## src/rtl/seq_gen_pkg.sv

```systemverilog
// seq_gen_pkg: shared types and width helpers for the serial pattern
// transmitter.
//   state_t   : transmitter FSM states (IDLE, SHIFT, DONE)
//   len_width : width of the length port for a given maximum pattern length
//   cnt_width : prescaler counter width for a given bit period (never 0)
package seq_gen_pkg;

  typedef enum logic [1:0] {
    IDLE  = 2'd0,
    SHIFT = 2'd1,
    DONE  = 2'd2
  } state_t;

  function automatic int len_width(input int pat_w);
    return $clog2(pat_w + 1);
  endfunction

  // DIV=1 still needs a 1-bit counter so the vector is never zero-width.
  function automatic int cnt_width(input int div);
    return (div > 1) ? $clog2(div) : 1;
  endfunction

endpackage

```

## src/rtl/seq_gen_bit_prescaler.sv

```systemverilog
// bit_prescaler: DIV-cycle tick generator that paces the serial bits.
//   clk   : rising-edge clock
//   reset : asynchronous active-low reset
//   clr   : synchronous clear, counter returns to 0
//   en    : count enable
//   tick  : high on the cycle the counter wraps from DIV-1 to 0
// With DIV=1 the counter is stuck at 0 and tick follows en every cycle.
module bit_prescaler
  import seq_gen_pkg::*;
#(
  parameter int DIV = 1,
  parameter int CW  = cnt_width(DIV)
) (
  input  logic clk,
  input  logic reset,
  input  logic clr,
  input  logic en,
  output logic tick
);

  logic [CW-1:0] cnt;
  logic          wrap;

  assign wrap = (cnt == CW'(DIV - 1));
  assign tick = en & wrap;

  always_ff @(posedge clk or negedge reset) begin
    if (!reset)      cnt <= '0;
    else if (clr)    cnt <= '0;
    else if (en)     cnt <= wrap ? '0 : cnt + 1'b1;
  end

endmodule

```

## src/rtl/seq_gen.sv

```systemverilog
// seq_gen: serial pattern transmitter feeding the sequence detector's P1
// input. A pattern of 1..PAT_W bits is captured on start (IDLE only) and
// shifted out MSB-first, each bit held DIV clocks, followed by a one-cycle
// DONE state.
//   clk     : rising-edge clock
//   reset   : asynchronous active-low reset, aborts any transfer
//   start   : transmit request, sampled only in IDLE
//   loop    : (SEQ_GEN_LOOP_EN only) repeat the captured pattern seamlessly
//   pattern : bits to send, the low len bits are used
//   len     : bit count, clamped to PAT_W
//   P1      : registered serial data (0 outside SHIFT)
//   valid   : P1 carries a pattern bit
//   busy    : high in SHIFT and DONE
//   done    : one-cycle pulse after the last bit
// Optional feature macro: SEQ_GEN_LOOP_EN (adds loop port and a captured copy
// of the aligned pattern and length for restarting).
module seq_gen
  import seq_gen_pkg::*;
#(
  parameter int PAT_W = 12,
  parameter int DIV   = 1,
  parameter int LEN_W = len_width(PAT_W)
) (
  input  logic             clk,
  input  logic             reset,
  input  logic             start,
`ifdef SEQ_GEN_LOOP_EN
  input  logic             loop,
`endif
  input  logic [PAT_W-1:0] pattern,
  input  logic [LEN_W-1:0] len,
  output logic             P1,
  output logic             valid,
  output logic             busy,
  output logic             done
);

  state_t           state, state_nx;
  logic [PAT_W-1:0] sreg, sreg_nx;
  logic [LEN_W-1:0] cnt, cnt_nx;
  logic [LEN_W-1:0] eff_len;
  logic [PAT_W-1:0] aligned;
  logic             p1_nx, valid_nx, busy_nx, done_nx;
  logic             tick, shifting;
`ifdef SEQ_GEN_LOOP_EN
  logic [PAT_W-1:0] copy, copy_nx;
  logic [LEN_W-1:0] lenq, lenq_nx;
`endif

  // Clamp so the bit counter can never be loaded past PAT_W.
  assign eff_len = (len > LEN_W'(PAT_W)) ? LEN_W'(PAT_W) : len;

  // Left-align the low eff_len bits so pattern[L-1] sits at the shift
  // register MSB; every bit is then taken from the same MSB position.
  assign aligned = pattern << (LEN_W'(PAT_W) - eff_len);

  assign shifting = (state == SHIFT);

  // Prescaler is held clear outside SHIFT, so its count is 0 right after the
  // start edge and the first wrap lands exactly DIV cycles later.
  bit_prescaler #(.DIV(DIV)) u_pre (
    .clk   (clk),
    .reset (reset),
    .clr   (!shifting),
    .en    (shifting),
    .tick  (tick)
  );

  always_ff @(posedge clk or negedge reset) begin
    if (!reset) begin
      state <= IDLE;
      sreg  <= '0;
      cnt   <= '0;
      P1    <= 1'b0;
      valid <= 1'b0;
      busy  <= 1'b0;
      done  <= 1'b0;
`ifdef SEQ_GEN_LOOP_EN
      copy  <= '0;
      lenq  <= '0;
`endif
    end else begin
      state <= state_nx;
      sreg  <= sreg_nx;
      cnt   <= cnt_nx;
      P1    <= p1_nx;
      valid <= valid_nx;
      busy  <= busy_nx;
      done  <= done_nx;
`ifdef SEQ_GEN_LOOP_EN
      copy  <= copy_nx;
      lenq  <= lenq_nx;
`endif
    end
  end

  // Outputs are computed one cycle ahead so they come straight from flops.
  always_comb begin
    state_nx = state;
    sreg_nx  = sreg;
    cnt_nx   = cnt;
    p1_nx    = 1'b0;
    valid_nx = 1'b0;
    busy_nx  = 1'b0;
    done_nx  = 1'b0;
`ifdef SEQ_GEN_LOOP_EN
    copy_nx  = copy;
    lenq_nx  = lenq;
`endif
    unique case (state)
      IDLE: begin
        if (start) begin
          sreg_nx = aligned;
          cnt_nx  = eff_len;
          busy_nx = 1'b1;
`ifdef SEQ_GEN_LOOP_EN
          copy_nx = aligned;
          lenq_nx = eff_len;
`endif
          if (eff_len == '0) begin
            state_nx = DONE;
            done_nx  = 1'b1;
          end else begin
            state_nx = SHIFT;
            p1_nx    = aligned[PAT_W-1];
            valid_nx = 1'b1;
          end
        end
      end

      SHIFT: begin
        busy_nx  = 1'b1;
        valid_nx = 1'b1;
        p1_nx    = sreg[PAT_W-1];
        if (tick) begin
          if (cnt == LEN_W'(1)) begin
`ifdef SEQ_GEN_LOOP_EN
            if (loop) begin
              // Seamless restart: reload from the captured copy, prescaler
              // keeps running so there is no gap cycle.
              sreg_nx = copy;
              cnt_nx  = lenq;
              p1_nx   = copy[PAT_W-1];
            end else begin
`endif
              state_nx = DONE;
              valid_nx = 1'b0;
              p1_nx    = 1'b0;
              done_nx  = 1'b1;
`ifdef SEQ_GEN_LOOP_EN
            end
`endif
          end else begin
            sreg_nx = {sreg[PAT_W-2:0], 1'b0};
            cnt_nx  = cnt - LEN_W'(1);
            p1_nx   = sreg[PAT_W-2];
          end
        end
      end

      DONE: begin
        state_nx = IDLE;
      end

      default: begin
        state_nx = IDLE;
      end
    endcase
  end

endmodule

```

## config.mk

```make
export PLATFORM = sky130hd
export DESIGN_NAME = seq_gen
export DESIGN_NICKNAME = d
export VERILOG_FILES = /design/src/rtl/seq_gen_pkg.sv /design/src/rtl/seq_gen_bit_prescaler.sv /design/src/rtl/seq_gen.sv
export SDC_FILE = /design/constraint.sdc
export NUM_CORES = 1
export LEC_CHECK = 0
export CORE_UTILIZATION = 45
export CTS_CLUSTER_DIAMETER = 150
export DETAILED_ROUTE_END_ITERATION = 8
export GPL_TIMING_DRIVEN = 0
export PLACE_DENSITY = 0.8
export REMOVE_ABC_BUFFERS = 1
export SYNTH_ARGS = -nofsm -noshare
export SYNTH_HDL_FRONTEND = slang
export SYNTH_SLANG_ARGS = --single-unit
```

## constraint.sdc

```tcl
create_clock -name clk -period 2.6 [get_ports clk]
set_clock_uncertainty 0.2 [all_clocks]
set_input_delay 0.52 -clock clk [delete_from_list [all_inputs] [get_ports clk]]
set_output_delay 0.52 -clock clk [all_outputs]
set_load 0.02 [all_outputs]
```

* Yosys cells after proc, flatten, opt, wreduce, memory -nomap -nowiden *
Cells that the tools add are included.

word-level totals
  bits in registers = 23
  input bits = 19
  output and inout bits = 4
  word-level logic and storage cells = 59

operators by class
  add/subtract/negate cells = 3
  magnitude comparators = 1
  equal/unequal tests = 6
  shift operators = 1
  muxes and demuxes = 33
  bitwise operators = 2
  reductions and logical operators = 5

operators by type and width
  operator                                                               number
  12-bit two-way mux                                                     3
  12-bit one-hot mux with 2 select lines                                 1
  4-bit two-way mux                                                      4
  1-bit two-way mux                                                      15
  12-bit by 4-bit << shifter with 12-bit output                          1
  2-bit two-way mux                                                      4
  2-bit != test, second input constant                                   4
  1-bit one-hot mux with 2 select lines                                  4
  4-bit one-hot mux with 2 select lines                                  1
  4-bit by 1-bit equality test with 1-bit output, second input constant  1
  4-bit > comparator, second input constant                              1
  4-bit zero test                                                        1
  2-bit one-hot mux with 2 select lines                                  1
  4-bit AND reduction                                                    1
  4-bit by 1-bit subtractor with 4-bit output, second input constant     1
  4-bit subtractor, first input constant                                 1
  3-bit AND reduction                                                    1
  2-bit by 1-bit equality test with 1-bit output, second input constant  1
  2-bit zero test                                                        1
  2-bit nonzero test                                                     1
  1-bit adder, second input constant                                     1
  1-bit bitwise AND                                                      1
  1-bit NOT                                                              1

* Longest topological paths before layout *
Gate-level depths: netlist of run 1.

  word-level depth = 7
  depth in mapped cells = 13

* Cells and area by module *
A second synthesis of run 1 with hierarchy kept.

second synthesis, totals
  cell total of the unflattened synthesis = 185
  area, all modules = 1671.6 um^2

by module, submodules not included
  module         instances  cells each  area an instance (um^2)  seq. area each (um^2)
  seq_gen        1          184         1664.1                   550.5
  bit_prescaler  1          1           7.5                      0.0

* Least setup slack after synthesis of run 1 *
No wires, ideal clock.

  path kind = input to register
  start = input port len[3]
  end = register P1
  library setup time = 0.128 ns
  arrival time = 2.427 ns
  data required time = 2.272 ns
  path slack = -0.155 ns
  cell stages on the path = 12
  cell sequence = buf_6 > a21boi_2 > buf_6 > inv_6 > buf_6 > ha_1 > buf_6 > mux2_2 > mux2i_1 > nor2b_2 > o311ai_2 > nand2_1

on the way
  longest elaborated chain between the ends = 7

RTL lines
  item                                           RTL line        RTL
  from (decl)                                    seq_gen.sv:31   input logic [LEN_W-1:0] len,
  4-bit > comparator                             seq_gen.sv:51   assign eff_len = (len > LEN_W'(PAT_W)) ? LEN_W'(PAT_W) : len;
  4-bit two-way mux (*)                          seq_gen.sv:51
  4-bit subtractor                               seq_gen.sv:55   assign aligned = pattern << (LEN_W'(PAT_W) - eff_len);
  12-bit by 4-bit << shifter with 12-bit output  seq_gen.sv:55
  1-bit two-way mux (*)                          seq_gen.sv:120  if (eff_len == '0) begin
  1-bit two-way mux (*)                          seq_gen.sv:112  if (start) begin
  1-bit one-hot mux with 2 select lines (*)      seq_gen.sv:110  unique case (state)
  named net p1_nx                                seq_gen.sv:43   logic p1_nx, valid_nx, busy_nx, done_nx;
  to (signal assigned)                           seq_gen.sv:86   P1 <= p1_nx;
  to (decl)                                      seq_gen.sv:32   output logic P1,

Mark *: on every way through the listed nets, which the timed path passes. The rest lies on a longest branch.
A chain may end at the register's enable or synchronous reset.

* Worst setup path after layout of run 1 *
Same ends and word-level chain as after synthesis.

==> impl_metrics.prom, run 1 <==
# TYPE chip_impl_metric gauge
chip_impl_info{name="status",value="finished, final reports clean"} 1
chip_impl_metric{name="gp_routability_congestion",unit=""} 0.899
chip_impl_info{name="reg2reg_capture_point",value="cnt[0]"} 1
chip_impl_metric{name="synthesis.yosys.warnings",unit=""} 0
chip_impl_metric{name="detail_route.first_pass.iterations",unit=""} 4
chip_impl_metric{name="synth_cell_type_count",unit=""} 47
chip_impl_metric{name="antennaDiodeCount",unit=""} 0
chip_impl_metric{name="maxSlewViolCount",unit=""} 0
chip_impl_metric{name="wl_per_cell",unit="um"} 13.9
chip_impl_metric{name="post_synth_inst_count",unit=""} 186
chip_impl_info{name="path_class",value="in2reg"} 1
chip_impl_info{name="endpoint_type_of_the_worst_setup_path",value="flip-flop"} 1
chip_impl_metric{name="port_buffers",unit=""} 22
chip_impl_metric{name="timing.slew.headroom",unit=""} 0.272
chip_impl_metric{name="num_vias",unit=""} 1429
chip_impl_info{name="cp-start-kind",value="input port"} 1
chip_impl_metric{name="power.ir.vdd_worst",unit="mV"} 0.350
chip_impl_info{name="rsz0062_at_grt",value="no"} 1
chip_impl_metric{name="ctsHtreeMaxLevel",unit=""} 1
chip_impl_metric{name="final_net_count",unit=""} 226
chip_impl_metric{name="fillerInstances",unit=""} 313
chip_impl_metric{name="mappedNetlistArea",unit="sq um"} 1620
chip_impl_metric{name="finalHoldWorstSlack",unit="ns"} 0.294
chip_impl_metric{name="worst_ep_arrival_time",unit="ns"} 2.40
chip_impl_metric{name="share_of_cells_above_drive_strength_1",unit=""} 0.143
chip_impl_metric{name="grt_antenna_before_repair",unit=""} 0
chip_impl_metric{name="die_width",unit="um"} 62.1
chip_impl_metric{name="hold_buffers",unit=""} 0
chip_impl_metric{name="drt-total-wl",unit="mm"} 3.46
chip_impl_metric{name="via_per_inst",unit=""} 5.74
chip_impl_metric{name="worst_path_required",unit="ns"} 2.58
chip_impl_metric{name="cts_sink_count",unit=""} 21
chip_impl_info{name="hold_start",value="sreg[3]"} 1
chip_impl_metric{name="via_count_of_the_first_global_routing_pass",unit=""} 1253
chip_impl_metric{name="timing.max_cap.violations",unit=""} 0
chip_impl_metric{name="worstHoldPathCells",unit=""} 2
chip_impl_metric{name="clk_pin_slew_worst_paths",unit="ns"} 0.11
chip_impl_info{name="worstHoldEndpoint",value="sreg[3]"} 1
chip_impl_metric{name="power.share.clock",unit=""} 0.099
chip_impl_metric{name="synth_seq_cells",unit=""} 21
chip_impl_metric{name="tritoncts.num_buffers",unit=""} 3
chip_impl_metric{name="worst-r2r-cell-count",unit=""} 5
chip_impl_metric{name="clock_tree.buffer_depth",unit=""} 2
chip_impl_metric{name="dp_hpwl",unit="mm"} 2.58
chip_impl_info{name="cts_root_buf",value="clkbuf_4"} 1
chip_impl_metric{name="avgSynthCellArea",unit="sq um"} 8.73
chip_impl_metric{name="drc",unit=""} 0
chip_impl_metric{name="core",unit="sq um"} 3390
chip_impl_metric{name="worst_skew_pair.late_latency",unit="ns"} 0.30
chip_impl_metric{name="seq_area",unit="sq um"} 526
chip_impl_metric{name="multiInputGateArea",unit="sq um"} 1010
chip_impl_info{name="worst_hold_path_class",value="reg2reg"} 1
chip_impl_metric{name="totalNegativeSetupSlack",unit="ns"} 0
chip_impl_metric{name="final.period_utilization",unit=""} 0.930
chip_impl_metric{name="critPathMaxFanout",unit=""} 13
chip_impl_metric{name="power_switching",unit="uW"} 671
chip_impl_metric{name="cell_internal_pwr",unit="uW"} 878
chip_impl_metric{name="achievable_frequency",unit="MHz"} 414
chip_impl_metric{name="total_leakage_power",unit="nW"} 0.777
chip_impl_metric{name="design.die.area",unit="sq um"} 3850
chip_impl_metric{name="grt_pass1_wl",unit="mm"} 5.82
chip_impl_metric{name="grt_max_degree",unit=""} 22
chip_impl_metric{name="powerDensity",unit="nW/um^2"} 825
chip_impl_info{name="most_frequently_used_flop_master_after_synthesis",value="dfrtp_1"} 1
chip_impl_metric{name="initialDrtViolationCount",unit=""} 67
chip_impl_metric{name="synth_edf_count",unit=""} 0
chip_impl_metric{name="worst_slew_pin_slew",unit="ns"} 1.09
chip_impl_metric{name="grt_use_total",unit=""} 0.204
chip_impl_metric{name="report.final.setup_viol",unit=""} 0
chip_impl_metric{name="finalHoldViolations",unit=""} 0
chip_impl_metric{name="remaining_number_of_nets_flagged_by_the_antenna_check_after_routing",unit=""} 0
chip_impl_metric{name="ys_async_sr_fraction",unit=""} 1.00
chip_impl_info{name="r2r-start",value="cnt[0]"} 1
chip_impl_info{name="cts_tree",value="built"} 1
chip_impl_metric{name="final_period_demand_of_the_worst_path",unit="ns"} 2.42
chip_impl_metric{name="io_pins",unit=""} 23
chip_impl_metric{name="grt_overflow_total",unit=""} 0
chip_impl_metric{name="vertical_extent_of_the_die",unit="um"} 62.1
chip_impl_metric{name="sw_frac_of_total",unit=""} 0.433
chip_impl_metric{name="part_of_the_total_power_dissipated_in_combinational_logic",unit=""} 0.543
chip_impl_metric{name="synth-seq-area-share",unit=""} 0.324
chip_impl_metric{name="ff2ff_setup_slack",unit="ns"} 0.31
chip_impl_metric{name="pwr-share-seq",unit=""} 0.358
chip_impl_metric{name="floorplan.rows",unit=""} 21
chip_impl_metric{name="starting_density",unit=""} 0.479
chip_impl_metric{name="area_delta_synth_final",unit="%"} 15.6
routing by layer:
layer / track usage / up-vias / share of wire
li1: - / 709 / -
met1: 0.286 / 671 / 0.47
met2: 0.327 / 45 / 0.47
met3: 0.0248 / 4 / 0.047
met4: 0.0635 / 0 / 0.015
met5: 0 / - / 0
placed cells by master (no fill, tap or decap), types with 3 or more instances in the layout:
cell type        instances
nand2_1                 22
o21ai_0                 15
a21oi_1                 16
o22ai_1                  5
nor3_1                   5
clkdlybuf4s50_1         18
mux2_2                   7
nor2_1                  25
nand3_1                  5
clkbuf_4                 3
mux2i_1                  8
buf_4                    3
inv_1                    4
dfrtp_1                 21
Yosys cell counts (all sizes together) (2+ instances only):
cell / n / area, sq um
nor2: 25 / 93.8
nand2: 22 / 82.6
dfrtp: 21 / 526
a21oi: 16 / 80.1
o21ai: 16 / 80.1
mux2i: 9 / 90.1
buf: 8 / 76.3
mux2: 7 / 78.8
inv: 5 / 23.8
nand3: 5 / 25.0
nor3: 5 / 25.0
o22ai: 5 / 31.3
clkbuf: 4 / 25.0
a211oi: 3 / 27.5
ha: 3 / 37.5
mux4: 3 / 75.1
a221oi: 2 / 17.5
a2bb2oi: 2 / 17.5
a31oi: 2 / 12.5
nand2b: 2 / 12.5
nor2b: 2 / 15.0
or3: 2 / 12.5
final cells by class:
type,instances,area share
clock buffer,3,0.0120
clock inverter,1,0.00267
inverter,5,0.0127
multi-input combinational,148,0.539
sequential,21,0.280
tap,46,0.0307
timing repair buffer,25,0.123
critical path, stage by stage:
cell and delay, ns:
clkbuf_2 0.17, a21boi_4 0.24, inv_6 0.09, ha_4 0.32, mux2_2 0.35, mux2i_1 0.22
nor2_1 0.08, o311ai_2 0.31, nand2_1 0.08
state kept, by name, summed over array words and instances (netlist names):
name   count
P1         1
busy       1
cnt        4
done       1
sreg      11
state      2
valid      1
power by group through the flow:
stage / combinational [mW] / clock [mW] / sequential (mW)
2_1_floorplan: 0.558 / 0 / 0.574
3_3_place_gp: 0.791 / 0 / 0.555
5_1_grt: 0.950 / 0.172 / 0.578
3_5_place_dp: 0.815 / 0 / 0.561
6_report: 0.841 / 0.153 / 0.555
4_1_cts: 0.833 / 0.157 / 0.555
stage by stage:
step	std cells	power (mW)	worst slack, ns	util	cell area, sq um
2_1_floorplan	174	1.13	-0.445	-	1520
5_1_grt	249	1.70	0.0977	0.554	1880
4_1_cts	249	1.54	0.0486	0.555	1880
6_report	249	1.55	0.182	0.554	1880
3_3_place_gp	242	1.35	-1.60	0.531	1800
3_5_place_dp	242	1.38	-1.60	0.531	1800
worst max path at each step:
stage | from | endpoint | slack, ns | depth (start not counted)
6_report | len[3] | P1 | 0.18 | 9
5_1_grt | len[3] | sreg[8] | 0.1 | 10
4_1_cts | len[0] | P1 | 0.05 | 9
3_5_place_dp | len[2] | P1 | -1.60 | 9
3_3_place_gp | len[2] | P1 | -1.60 | 9
2_1_floorplan | len[0] | P1 | -0.44 | 8
repair_timing:
action,CTS,global route
gates resized for setup,10,8
pin swaps,2,1
endpoints found under the setup margin,16,6
buffers inserted,3,0
logic make-up after synthesis:
kind of cell	after synthesis	synth area share
AOI/OAI and AO/OA	56	0.222
xor gates and xnor gates	2	0.0154
muxes	19	0.150
buffers and inverters	17	0.0770
adders and majority gates	3	0.0231
and+or+nand+nor	68	0.189
DFF	21	0.324
No activity file was read; power rests on OpenSTA's default activity.
==> run 2, diff against run 1 <==
--- a/constraint.sdc
+++ b/constraint.sdc
@@ -4,2 +4,2 @@
 set_output_delay 0.52 -clock clk [all_outputs]
-set_load 0.02 [all_outputs]
+set_load 0.005 [all_outputs]
==> results of run 2 <==
Same layout as run 1 (identical final DEF). Status: finished, final reports clean.
Main changes from that run: total power 1.55 mW -> 1.52 mW; worst IR drop on VDD 0.350 mV -> 0.344 mV
